$ cat src/rtl/spi_shift_engine.sv
// Byte-level SPI master shifter: CS/SCK/MOSI generation with MISO capture.
// Parameterized SCK divider and SPI mode; back-to-back bytes keep CS low.
module spi_shift_engine #(
    parameter int unsigned CLK_DIV = 4,
    parameter bit          CPOL    = 1'b0,
    parameter bit          CPHA    = 1'b0
) (
    input  logic       clk,
    input  logic       rst_n,
    input  logic       en,
    input  logic [7:0] data_i,
    output logic [7:0] data_o,
    output logic       data_ready,
    output logic       cs,
    output logic       sck,
    output logic       mosi,
    input  logic       miso
);

    typedef enum logic [2:0] {
        IDLE,
        LEAD,
        SHIFT,
        DONE,
        GAP
    } state_e;

    localparam logic [7:0] DIV_M1 = 8'(CLK_DIV - 1);

    state_e     state_q;
    logic [7:0] cnt_q;
    logic [4:0] edge_q;
    logic [7:0] tx_q;
    logic [7:0] rx_q;
    logic [7:0] data_q;
    logic       ready_q;
    logic       cs_q;
    logic       sck_q;
    logic       mosi_q;

    logic [4:0] k_d;
    logic       samp_d;
    logic       drive_d;

    // k_d is the number of the toggle about to happen (odd = leading edge)
    always_comb begin
        k_d     = edge_q + 5'd1;
        samp_d  = CPHA ? ~k_d[0] : k_d[0];
        drive_d = CPHA ? (k_d[0] && (k_d >= 5'd3))
                       : (~k_d[0] && (k_d <= 5'd14));
    end

    always_ff @(posedge clk or negedge rst_n) begin
        if (!rst_n) begin
            state_q <= IDLE;
            cnt_q   <= 8'd0;
            edge_q  <= 5'd0;
            tx_q    <= 8'd0;
            rx_q    <= 8'd0;
            data_q  <= 8'd0;
            ready_q <= 1'b0;
            cs_q    <= 1'b1;
            sck_q   <= CPOL;
            mosi_q  <= 1'b1;
        end else begin
            ready_q <= 1'b0;
            unique case (state_q)
                IDLE: begin
                    if (en) begin
                        tx_q    <= data_i;
                        mosi_q  <= data_i[7];
                        cs_q    <= 1'b0;
                        cnt_q   <= DIV_M1;
                        edge_q  <= 5'd0;
                        state_q <= LEAD;
                    end
                end
                LEAD, SHIFT: begin
                    if (cnt_q != 8'd0) begin
                        cnt_q <= cnt_q - 8'd1;
                    end else if (edge_q == 5'd16) begin
                        data_q  <= rx_q;
                        ready_q <= 1'b1;
                        state_q <= DONE;
                    end else begin
                        cnt_q   <= DIV_M1;
                        edge_q  <= k_d;
                        sck_q   <= ~sck_q;
                        state_q <= SHIFT;
                        if (samp_d) begin
                            rx_q <= {rx_q[6:0], miso};
                        end
                        if (drive_d) begin
                            tx_q   <= {tx_q[6:0], 1'b0};
                            mosi_q <= tx_q[6];
                        end
                    end
                end
                DONE: begin
                    state_q <= GAP;
                end
                GAP: begin
                    if (en) begin
                        tx_q    <= data_i;
                        mosi_q  <= data_i[7];
                        cnt_q   <= DIV_M1;
                        edge_q  <= 5'd0;
                        state_q <= LEAD;
                    end else begin
                        cs_q    <= 1'b1;
                        mosi_q  <= 1'b1;
                        state_q <= IDLE;
                    end
                end
                default: begin
                    state_q <= IDLE;
                end
            endcase
        end
    end

    assign data_o     = data_q;
    assign data_ready = ready_q;
    assign cs         = cs_q;
    assign sck        = sck_q;
    assign mosi       = mosi_q;

endmodule

$ cat config.mk
export PLATFORM = sky130hd
export DESIGN_NAME = spi_shift_engine
export DESIGN_NICKNAME = d
export VERILOG_FILES = /design/src/rtl/spi_shift_engine.sv
export SDC_FILE = /design/constraint.sdc
export NUM_CORES = 1
export LEC_CHECK = 0
export ABC_AREA = 1
export ABC_CLOCK_PERIOD_IN_PS = 2700
export CAP_MARGIN = 30
export CELL_PAD_IN_SITES_DETAIL_PLACEMENT = 0
export CELL_PAD_IN_SITES_GLOBAL_PLACEMENT = 2
export CORE_MARGIN = 2
export CORE_UTILIZATION = 36
export DETAILED_ROUTE_END_ITERATION = 10
export PLACE_DENSITY = 0.82
export SETUP_SLACK_MARGIN = 0.1
export SLEW_MARGIN = 20
export SYNTH_ARGS = -nofsm -noshare
export SYNTH_HDL_FRONTEND = slang
export SYNTH_SLANG_ARGS = --single-unit
$ cat constraint.sdc
create_clock -name clk -period 2.7 [get_ports clk]
set_input_delay 0.405 -clock clk [delete_from_list [all_inputs] [get_ports clk]]
set_output_delay 0.405 -clock clk [all_outputs]
set_load 0.02 [all_outputs]
==> flow_summary.json <==
{
  "dpl.hpwl_um": 3020,
  "rsz0062_at_grt": "false",
  "grt_pass1_vias": 1609,
  "critPathRequiredTime_ns": 2.88,
  "layout.nets": 308,
  "crit_fanout": 17,
  "startpoint_type": "register",
  "synth-adder-area-share_pct": 2.28,
  "gp_congestion": 0.792,
  "insertion_delay_ns": 0.31,
  "tightestPinTransition_ns": 0.421,
  "cp_top_family": "simple AND/OR/NAND/NOR gates",
  "cts_tree": "done",
  "period_needed_ns": 1.87,
  "power_density_nw_per_um2": 1010,
  "finalSetupTns_ns": 0,
  "final-hold-violation-count": 0,
  "p_leak_nw": 1.25,
  "die_area_sq_um": 6740,
  "skew_ns": 0.0151,
  "die_x_um": 82.1,
  "clockBufferDepth": 2,
  "finalMaxSlewViolations": 0,
  "initial_core_util_pct": 37.1,
  "numCtsBuffers": 5,
  "crit_path_end_kind": "register",
  "h-tree-depth": 2,
  "placed_area_sq_um": 2500,
  "cp.arrival_ns": 2.04,
  "hp-class": "input pin to async pin",
  "drtIter0Drc": 95,
  "synth.distinct_cells": 31,
  "viasPerCell": 4.64,
  "worst-path-buf-inv": 1,
  "post_cts_buffers": 0,
  "vias": 1707,
  "avgSynthCellArea_sq_um": 8.25,
  "holdWs_ns": 0.0204,
  "drc_errors": 0,
  "final_layout_size_suffix_gt1_share_pct": 13.0,
  "synthSimpleGateAreaFrac_pct": 29.1,
  "die_h_um": 82.1,
  "grt_max_degree": 28,
  "diodes": 0,
  "cts_resized": 0,
  "fin_crit_sh_pct": 69.1,
  "yosysSeqAreaShare_pct": 49.1,
  "yosysWarnings": 0,
  "clkSinkCount": 43,
  "cts-root-buf": "clkbuf_8",
  "ios": 24,
  "outcome": "finished clean",
  "synth_top_family_by_area": "simple AND/OR/NAND/NOR gates",
  "drtAntennaViolNets": 0,
  "slew-limit-headroom_pct": 71.9,
  "synth_compound_area_share_pct": 10.5,
  "first_pass_iters": 4,
  "antenna_found_initial": 0,
  "ctsHoldBuffers": 0,
  "area_delta_synth_final_pct": 18.1,
  "overflow": 0,
  "syn-cell-area_sq_um": 2190,
  "design_area_sq_um": 2590,
  "core_area_sq_um": 5920,
  "vdd_ir_drop_max_mv": 0.546,
  "setup_viol": 0,
  "wire_per_inst_um": 11.8,
  "cpPeakStageDelay_ns": 0.42,
  "synth-seq-cells": 43,
  "fmax_mhz": 536,
  "slowest_stage": "dfrtp_1",
  "drt-total-wl_um": 4350,
  "synth_nets": 282,
  "postSynthCellCount": 266,
  "std_cell_rows": 28,
  "synth_xor_area_share_pct": 1.20,
  "crit_type": "register to register",
  "critical_path.cell_chain": "inv_1, ha_1, nand4_2, nor2_2, nand2_2, o21ai_4, o21ai_0",
  "path_clk_slew_ns": 0.10,
  "synthMuxAreaShare_pct": 0,
  "max_cap_violations": 0,
  "port_buffers": 23,
  "grt_pass1_wl_um": 7550,
  "globalRouteTotalUtil_pct": 14.8
}
==> path summary, 6_finish.rpt <==
kind	cells after the start	slack [ns]	end	startpoint
worst max register to register	7	0.83	cnt_q[7]$_DFFE_PN0P_	edge_q[0]$_DFFE_PN0P_
worst max-delay path	7	0.83	cnt_q[7]$_DFFE_PN0P_	edge_q[0]$_DFFE_PN0P_
max in group asynchronous	2	2.12	cs$_DFFE_PN1P_	rst_n
min in group clk	2	0.48	tx_q[5]$_DFFE_PN0P_	tx_q[5]$_DFFE_PN0P_
worst min-delay path	1	0.02	rx_q[2]$_DFFE_PN0P_	rst_n
worst min register to register	2	0.48	tx_q[5]$_DFFE_PN0P_	tx_q[5]$_DFFE_PN0P_
==> routing by layer <==
metal	global-route usage (%)	share of wire, %	wire length [um]	up-vias
li1	-	-	-	903
met1	21.8	54	2370	767
met2	21.1	40	1750	35
met3	2.64	4.6	199	2
met4	6.50	0.62	27	0
met5	0	0	0	-
==> flip-flops by register name, summed over array words and instances, names as in the netlist <==
register    flops
tx_q            7
data_ready      1
sck             1
cs              1
state_q         3
data_o          8
mosi            1
edge_q          5
cnt_q           8
rx_q            8
==> cell type report <==
class | count | area [sq um]
fillers | 615 | 3330
multi-input cells | 184 | 946
clock buffers | 5 | 68.8
well taps | 75 | 93.8
flip-flops and latches | 43 | 1080
inverters | 33 | 126
repair buffers | 25 | 253
clock inverters | 3 | 26.3
==> cell usage in the layout, fill, tap and decap left out, drive strengths merged <==
master / Yosys / layout
xor2: 1 / 1
ha: 4 / 4
xnor2: 2 / 2
clkinv: 0 / 1
dfrtp: 41 / 41
dfstp: 2 / 2
inv: 33 / 35
nand3: 20 / 20
clkbuf: 1 / 5
nand4: 8 / 8
o21a: 1 / 1
nor2: 14 / 14
clkdlybuf4s50: 0 / 22
o211ai: 1 / 1
nand2: 96 / 96
buf: 5 / 3
a21oi: 3 / 3
o21ai: 32 / 32
nor3: 2 / 2
==> cell usage after synthesis (all sizes together) <==
| library cell | n | share of area, % |
|---|---|---|
| a21oi | 3 | 0.86 |
| buf | 5 | 1.8 |
| clkbuf | 1 | 0.17 |
| dfrtp | 41 | 47 |
| dfstp | 2 | 2.4 |
| ha | 4 | 2.3 |
| inv | 33 | 5.8 |
| nand2 | 96 | 17 |
| nand3 | 20 | 5.1 |
| nand4 | 8 | 2.6 |
| nor2 | 14 | 3.6 |
| nor3 | 2 | 0.46 |
| o211ai | 1 | 0.34 |
| o21a | 1 | 0.34 |
| o21ai | 32 | 9.0 |
| xnor2 | 2 | 0.80 |
| xor2 | 1 | 0.40 |
==> cells by family after synthesis <==
group	after synthesis
AOI/OAI and AO/OA	37
adders and majority gates	4
DFF	43
xor gates and xnor gates	3
buffers and inverters	39
and+or+nand+nor	140
==> metrics by stage <==
step / power (W) / setup slack [ns] / utilization [%] / instances
after floorplan: 0.00194 / 1.14 / - / 266
after global placement: 0.00222 / 0.780 / 41.8 / 359
after detailed placement: 0.00222 / 0.736 / 42.2 / 360
after CTS: 0.00267 / 0.804 / 43.8 / 368
after global routing: 0.00289 / 0.618 / 43.8 / 368
final: 0.00263 / 0.834 / 43.8 / 368
==> where the power goes <==
part / switching [W] / internal, W / leakage [nW]
clock: 0.000246 / 0.000190 / 0.0491
sequential: 0.000128 / 0.000841 / 0.565
combinational: 0.000800 / 0.000421 / 0.636
Note: power is estimated with default switching activity, not from simulation.
